`src/rtl/uart_fifo_bridge.sv`:
```
// Byte FIFOs between system logic and a UART core's write/busy and ready/ack handshakes.
// RX byte reaches rx_data_o 2 cycles after ready rises; full TX ignores pushes, full RX acks and drops (sticky overrun).

module uart_fifo_bridge_fifo #(
  parameter int AW = 4
) (
  input  logic          clock_i,
  input  logic          reset_i,
  input  logic          push,
  input  logic [7:0]    push_data,
  input  logic          pop,
  output logic [7:0]    head,
  output logic [AW:0]   count,
  output logic          full,
  output logic          empty
);
  logic [7:0]    mem [2**AW];
  logic [AW-1:0] wr_ptr;
  logic [AW-1:0] rd_ptr;
  logic          do_push;
  logic          do_pop;
  logic [AW:0]   count_n;

  // A pop frees the slot a same-cycle push needs, so full only blocks a lone push.
  always_comb begin
    do_pop  = pop && !empty;
    do_push = push && (!full || do_pop);
    count_n = count;
    if (do_push && !do_pop)
      count_n = count + 1'b1;
    else if (do_pop && !do_push)
      count_n = count - 1'b1;
  end

  always_ff @(posedge clock_i) begin
    if (reset_i) begin
      wr_ptr <= '0;
      rd_ptr <= '0;
      count  <= '0;
      full   <= 1'b0;
      empty  <= 1'b1;
    end else begin
      if (do_push) wr_ptr <= wr_ptr + 1'b1;
      if (do_pop)  rd_ptr <= rd_ptr + 1'b1;
      count <= count_n;
      full  <= count_n[AW];
      empty <= (count_n == '0);
    end
  end

  always_ff @(posedge clock_i) begin
    if (do_push) mem[wr_ptr] <= push_data;
  end

  assign head = mem[rd_ptr];
endmodule

module uart_fifo_bridge #(
  parameter int DEPTH_LOG2 = 4
) (
  input  logic                  clock_i,
  input  logic                  reset_i,
  input  logic [7:0]            tx_data_i,
  input  logic                  tx_push_i,
  output logic                  tx_full_o,
  output logic [DEPTH_LOG2:0]   tx_count_o,
  output logic [7:0]            rx_data_o,
  input  logic                  rx_pop_i,
  output logic                  rx_empty_o,
  output logic [DEPTH_LOG2:0]   rx_count_o,
  output logic                  rx_overrun_o,
  input  logic                  rx_overrun_clear_i,
  output logic [7:0]            uart_data_o,
  output logic                  uart_write_o,
  input  logic                  uart_write_busy_i,
  input  logic [7:0]            uart_data_i,
  input  logic                  uart_read_ready_i,
  output logic                  uart_ack_o
);
  typedef enum logic [1:0] {TX_IDLE, TX_WRITE, TX_WAIT_BUSY, TX_WAIT_IDLE} tx_state_t;
  typedef enum logic {RX_IDLE, RX_ACK} rx_state_t;

  tx_state_t tx_state;
  rx_state_t rx_state;

  logic       tx_empty;
  logic [7:0] tx_head;
  logic       tx_pop;
  logic       rx_full;
  logic [7:0] rx_head;
  logic [7:0] rx_byte;
  logic       rx_push_q;
  logic       rx_take;
  logic       rx_drop;

  assign tx_pop = (tx_state == TX_IDLE) && !tx_empty && !uart_write_busy_i;

  uart_fifo_bridge_fifo #(.AW(DEPTH_LOG2)) u_tx_fifo (
    .clock_i   (clock_i),
    .reset_i   (reset_i),
    .push      (tx_push_i),
    .push_data (tx_data_i),
    .pop       (tx_pop),
    .head      (tx_head),
    .count     (tx_count_o),
    .full      (tx_full_o),
    .empty     (tx_empty)
  );

  always_ff @(posedge clock_i) begin
    if (reset_i) begin
      tx_state     <= TX_IDLE;
      uart_write_o <= 1'b0;
      uart_data_o  <= 8'h00;
    end else begin
      case (tx_state)
        TX_IDLE: begin
          if (tx_pop) begin
            uart_data_o  <= tx_head;
            uart_write_o <= 1'b1;
            tx_state     <= TX_WRITE;
          end
        end
        TX_WRITE: begin
          uart_write_o <= 1'b0;
          tx_state     <= TX_WAIT_BUSY;
        end
        TX_WAIT_BUSY: if (uart_write_busy_i) tx_state <= TX_WAIT_IDLE;
        TX_WAIT_IDLE: if (!uart_write_busy_i) tx_state <= TX_IDLE;
        default: tx_state <= TX_IDLE;
      endcase
    end
  end

  // Space is decided when the byte is seen; the push lands one cycle later, and
  // no other RX push can intervene, so the reserved slot is still free then.
  assign rx_take = (rx_state == RX_IDLE) && uart_read_ready_i;
  assign rx_drop = rx_take && rx_full && !rx_pop_i;

  always_ff @(posedge clock_i) begin
    if (reset_i) begin
      rx_state     <= RX_IDLE;
      uart_ack_o   <= 1'b0;
      rx_byte      <= 8'h00;
      rx_push_q    <= 1'b0;
      rx_overrun_o <= 1'b0;
    end else begin
      rx_push_q <= 1'b0;
      case (rx_state)
        RX_IDLE: begin
          if (rx_take) begin
            rx_byte    <= uart_data_i;
            rx_push_q  <= !rx_drop;
            uart_ack_o <= 1'b1;
            rx_state   <= RX_ACK;
          end
        end
        RX_ACK: begin
          if (!uart_read_ready_i) begin
            uart_ack_o <= 1'b0;
            rx_state   <= RX_IDLE;
          end
        end
        default: rx_state <= RX_IDLE;
      endcase
      if (rx_drop)
        rx_overrun_o <= 1'b1;
      else if (rx_overrun_clear_i)
        rx_overrun_o <= 1'b0;
    end
  end

  uart_fifo_bridge_fifo #(.AW(DEPTH_LOG2)) u_rx_fifo (
    .clock_i   (clock_i),
    .reset_i   (reset_i),
    .push      (rx_push_q),
    .push_data (rx_byte),
    .pop       (rx_pop_i),
    .head      (rx_head),
    .count     (rx_count_o),
    .full      (rx_full),
    .empty     (rx_empty_o)
  );

  assign rx_data_o = rx_empty_o ? 8'h00 : rx_head;
endmodule

```
`config.mk`:
```
export PLATFORM = sky130hd
export DESIGN_NAME = uart_fifo_bridge
export DESIGN_NICKNAME = d
export VERILOG_FILES = /design/src/rtl/uart_fifo_bridge.sv
export SDC_FILE = /design/constraint.sdc
export NUM_CORES = 1
export LEC_CHECK = 0
export ABC_AREA = 1
export CAP_MARGIN = 20
export CORE_ASPECT_RATIO = 1.1
export CORE_UTILIZATION = 30
export CTS_CLUSTER_DIAMETER = 30
export CTS_CLUSTER_SIZE = 28
export DETAILED_ROUTE_END_ITERATION = 8
export PLACE_DENSITY = 0.51
export SLEW_MARGIN = 20
export SYNTH_ARGS = -nofsm -noshare
export SYNTH_HDL_FRONTEND = slang
export SYNTH_SLANG_ARGS = --single-unit
```
`constraint.sdc`:
```
create_clock -name clock_i -period 4.25 [get_ports clock_i]
set_input_delay 0.6375 -clock clock_i [delete_from_list [all_inputs] [get_ports clock_i]]
set_output_delay 0.6375 -clock clock_i [all_outputs]
set_load 0.01 [all_outputs]
```
# Word-level counts from Yosys, hierarchy flattened
# Memory sizes are Yosys's and may differ from the RTL's. A register that Yosys moved wholly into a read port is not among the register bits.
# Index checks and enable logic that the tools add are counted.
[totals]
ff_bits = 45
latch_bits = 0
ramBits = 256
romBits = 0
in_bits = 23
out_inout_bits = 31
elab_cells = 99
mem_count = 2
[classes]
addsub = 8
multipliers = 0
div_mod_pow = 0
order_cmp = 0
eq_ne = 8
shift = 0
n_mux = 25
bitwise = 2
reduce_logical = 37
[mem_list]
columns = ["memory", "depth", "width", "rd", "rd_clocked_by_memory_dff", "write_ports", "line", "rtl"]
rows = [
  ["u_rx_fifo.mem", 16, 8, 1, 1, 1, "17", "logic [7:0] mem [2**AW];"],
  ["u_tx_fifo.mem", 16, 8, 1, 1, 1, "17", ""],
]
[op_table]
columns = ["cell", "n"]
rows = [
  ["$mux W5", 4],
  ["$add A4 B1 Y4 const B", 4],
  ["$logic_and A1 B1 Y1", 13],
  ["$logic_not A1 Y1", 11],
  ["$mux W1", 11],
  ["$add A5 B1 Y5 const B", 2],
  ["$logic_not A5 Y1", 2],
  ["$sub A5 B1 Y5 const B", 2],
  ["$mux W4", 2],
  ["$mux W8", 1],
  ["$ne A2 B2 Y1 const B", 4],
  ["$pmux W2 S4", 1],
  ["$reduce_and A2 Y1", 4],
  ["$mux W2", 3],
  ["$pmux W1 S2", 3],
  ["$eq A2 B2 Y1 const B", 2],
  ["$reduce_bool A2 Y1", 2],
  ["$reduce_and A3 Y1", 1],
  ["$reduce_or A3 Y1", 1],
  ["$eq A2 B1 Y1 const B", 1],
  ["$logic_not A2 Y1", 1],
  ["$logic_or A1 B1 Y1", 2],
  ["$ne A2 B1 Y1 const B", 1],
  ["$not A1 Y1", 2],
]

# Longest topological paths before layout
[logic_depth]
word_depth = 11
mapped_depth = 11
depth_no_buf = 11

# By module
# From an unflattened synthesis, not the netlist that was laid out.
[hier_totals]
hier_cells = 1255
area_unflattened_um2 = 13456.7
[modules_own_cells]
columns = ["module", "instances", "cells_each", "area_each_um2", "seq_area_each_um2"]
rows = [
  ["uart_fifo_bridge_fifo (u_rx_fifo)", 1, 554, 6227.2, 4204.0],
  ["uart_fifo_bridge_fifo (u_tx_fifo)", 1, 554, 6189.7, 4204.0],
  ["uart_fifo_bridge", 1, 147, 1039.7, 460.4],
]

# Least setup slack after synthesis
# Ideal clock, no wire load.
[synth_path]
kind = "input to register"
from = "input uart_write_busy_i"
to = "memory u_tx_fifo.mem[3][0] (enable)"
setup_ns = 0.370
t_arrival_ns = 1.566
t_required_ns = 3.880
path_slack_ns = 2.314
cell_stages = 5
n_path_buf = 0
cell_sequence = "nor2_1 > nand2_2 > o21ai_4 > nand2_1 > nor2_1"
[synth_via]
elab_chain_cells = 7
[synth_rtl]
columns = ["item", "line", "rtl"]
rows = [
  ["from (decl)", "75", "input logic uart_write_busy_i,"],
  ["$logic_not A1 Y1", "n/a", ""],
  ["$logic_and A1 B1 Y1", "96", "assign tx_pop = (tx_state == TX_IDLE) && !tx_empty && !uart_write_busy_i;"],
  ["$logic_and A1 B1 Y1", "26", "do_pop = pop && !empty;"],
  ["$logic_or A1 B1 Y1", "27", "do_push = push && (!full || do_pop);"],
  ["$logic_and A1 B1 Y1", "27", ""],
  ["$mux W1", "52", "if (do_push) mem[wr_ptr] <= push_data;"],
  ["$mux W1 (not written as such)", "52", ""],
  ["to (decl)", "17", ""],
]
# Every way passes these cells.

==> summary.md <==
| Metric | Value |
|---|---|
| Status | `complete, no violations` |
| Leading area contributor after synthesis | `edfxtp_1` |
| # fillers | `slightly above 4000` |
| Die Wd | `201 µm` |
| Sequential area share after synthesis | `approximately two thirds` |
| HP Start | `rx_overrun_o` |
| Slew headroom | `roughly two fifths` |
| Worst min-delay path category | `reg2reg` |
| Top FF cell, synth | `edfxtp_1` |
| Post-route setup TNS | `0 ns` |
| Fmax | `0.277 GHz` |
| Antenna violations before repair | `0` |
| First-pass GRT wire length | `between 40000 and 50000 µm` |
| Post-synth EDFFs | `between 200 and 300` |
| FP Rows | `79` |
| Vias in the first global route | `roughly 8500` |
| Core area | `roughly 43000 µm²` |
| Area occupied by multi-input gates | `roughly 3600 µm²` |
| Drt total wl | `a little over 30000 µm` |
| Critical Path Sink Type | `output port` |
| Commonest cells in the netlist | `292 x nor2_1, 256 x edfxtp_1, 93 x nand3_1` |
| Fin crit share | `84.9%` |
| I/O pin total | `54` |
| Hold path depth | `2` |
| Mapped Area | `about 13000 µm²` |
| Worst R2R Start | `u_tx_fifo.rd_ptr[3]` |
| RSZ-0062 raised after global routing | `false` |
| RePlAce Congestion | `approximately 0.8` |
| Worst-margin pin slew | `approximately 0.9 ns` |
| Via count | `roughly 8600` |
| Register area | `8790 µm²` |
| Ant diodes | `0` |
| Clock transition at path regs | `~0.050 ns` |
| CP Launch Type | `flop` |
| Worst Path Required | `between 3 and 4 ns` |
| Pwr Density | `625 nW/µm²` |
| Period minus WS final | `3.61 ns` |
| Hold Slack | `a little under 0.5 ns` |
| H-tree depth | `3` |
| Worst-Skew Late Latency | `between 0.5 and 0.6 ns` |
| Clock buffer depth | `3` |
| Syn nets | `roughly 1200` |
| Final core occ | `38.3%` |
| Die Area | `44300 µm²` |
| Effective utilization at floorplan | `30.6%` |
| CTS Sinks | `311` |
| Mean area per synthesized cell | `11.2 µm²` |
| Area contributors post-synth | `edfxtp_1 59%, dfxtp_1 8.4%, nor2_1 8.4%` |
| Most common cell in the netlist | `nor2_1` |
| Dpl hpwl | `about 19000 µm` |
| DRC Markers | `0` |
| Slew Limit Fails | `0` |
| Cts repair resizes | `0` |
| DR WL/cell | `around 17 µm` |
| Reg2reg setup slack | `1.78 ns` |
| Drt first pass iters | `5` |
| Top-area cell type share of the netlist area | `between 50% and 60%` |
| Distinct cells, synth | `37` |
| Cts hold-fix bufs | `0` |
| Iter 0 DRT Violations | `between 500 and 600` |
| Max VDD drop | `between 300 and 400 µV` |
| Post-CTS Setup Bufs | `0` |
| Clock Skew | `0.0243 ns` |
| Hold path endpoint | `rx_overrun_o` |
| Critical path class | `reg2out` |
| Chip height | `around 220 µm` |
| CTS tree | `yes` |
| Root Buffer | `clkbuf_16` |
| Largest net degree at the start of global routing | `75` |
| Synth warn | `0` |
| Final setup vio count | `0` |
| Total track usage | `14.0%` |
| Port bufs | `53` |
| Final Hold Viols | `0` |
| Layout cells sized above 1 | `between 10% and 20%` |
| Total power | `between 10 and 15 mW` |
| Layout Nets | `around 1300` |
| #FFs+latches synth | `311` |
| Worst Path Max Fanout | `52` |
| Worst r2r path cells | `6` |
| Async SR Flop Fraction | `0%` |
| CP arrival | `around 3.0 ns` |
| Leak | `approximately 5.7 nW` |
| Via-to-Cell Ratio | `4.64` |
| Num CTS Buffers | `between 70 and 80` |
| Synth-to-layout area growth | `25.1%` |
| Maxcap violations | `0` |
| Remaining antenna violation count | `0` |
| GRT Residual Overflow | `0` |
| RR Endpoint | `uart_data_o[5]` |
| Mapped Cells | `between 1000 and 1500` |
[power by group]
| part | switching, mW | internal [mW] |
|---|---|---|
| Sequential | 0.123 | 3.44 |
| Clock | 1.64 | 3.82 |
| Combinational | 0.749 | 0.425 |
[sequential cells by signal, summed over array words and instances, names as in the netlist, named ones only]
signal	count
rx_byte	8
rx_overrun_o	1
rx_push_q	1
rx_state	1
tx_state	2
u_rx_fifo.count	5
u_rx_fifo.empty	1
u_rx_fifo.mem	128
u_rx_fifo.rd_ptr	4
u_rx_fifo.wr_ptr	4
u_tx_fifo.count	5
u_tx_fifo.empty	1
u_tx_fifo.mem	128
u_tx_fifo.rd_ptr	4
u_tx_fifo.wr_ptr	4
uart_ack_o	1
uart_data_o	8
uart_write_o	1
[layer usage]
layer | global-route usage [%] | up-vias | routed length [µm]
met1 | 17.6 | 4113 | 13700
met4 | 6.08 | 0 | 983
met5 | 0 | - | 0
met3 | 2.67 | 69 | 1160
li1 | - | 4254 | -
met2 | 23.6 | 194 | 15100
[metrics by stage]
stage          setup slack (ns)  std cells  area, µm²
6_report                  0.644       1859      16300
5_1_grt                   0.428       1859      16300
4_1_cts                   0.640       1859      16300
3_5_place_dp               1.23       1733      13900
3_3_place_gp               1.23       1733      13900
2_1_floorplan              2.31       1165      13000
[cell families after synthesis]
logic type	Yosys count	synth area share [%]
and+or+nand+nor	493	15.8
AOI/OAI and AO/OA	218	9.40
xor gates and xnor gates	2	0.134
buffers and inverters	119	5.11
adders and majority gates	22	2.11
DFF	311	67.4
[cells in the final DEF (no fill, tap or decap), types with 2 or more instances in the layout]
cell               n
a211oi_1           2
inv_16             2
buf_4              7
o21ai_1           65
clkdlybuf4s50_1   53
inv_1             50
nor2_1           292
nor2_2            10
nand2_2            2
nand4_1            7
nor2_4             2
clkbuf_1          13
nand3_1           93
o21ai_0           76
clkinv_2           8
clkbuf_16         72
edfxtp_1         256
ha_1              22
o211ai_1          41
clkinvlp_4         3
dfxtp_1           53
clkbuf_8           4
dfxtp_2            2
inv_4              2
nand2_1           77
bufinv_16         11
a21oi_1           30
clkinv_1          10
inv_6              4
inv_2              6
nor3_1             5
[area by class of cell]
| type | instances | area share (%) |
|---|---|---|
| repair buffers | 60 | 3.57 |
| clock buffers | 89 | 11.7 |
| clock inverters | 37 | 3.15 |
| inverters | 60 | 1.41 |
| flip-flops and latches | 311 | 53.9 |
| multi-input cells | 735 | 22.0 |
| well taps | 567 | 4.35 |
[critical path, stage by stage, from the launching register on]
cell	delay, ns
dfxtp_2	0.48
buf_4	0.52
nor2_1	0.10
nor2_1	0.10
o21ai_1	0.08
o211ai_1	0.15
nand3_1	0.10
a21oi_1	0.26
clkdlybuf4s50_1	0.60
[worst max-delay path by stage]
stage	startpoint	end	slack, ns	depth (start not counted)
finish	flop	rx_data_o[2]	0.64	8
CTS	flop	rx_data_o[2]	0.64	8
global route	flop	rx_data_o[1]	0.43	8
detailed placement	flop	rx_data_o[2]	1.23	8
global placement	flop	rx_data_o[2]	1.23	8
floorplan	uart_write_busy_i	u_tx_fifo.mem[3][0]	2.31	5
Note: power is estimated with default switching activity, not from simulation.
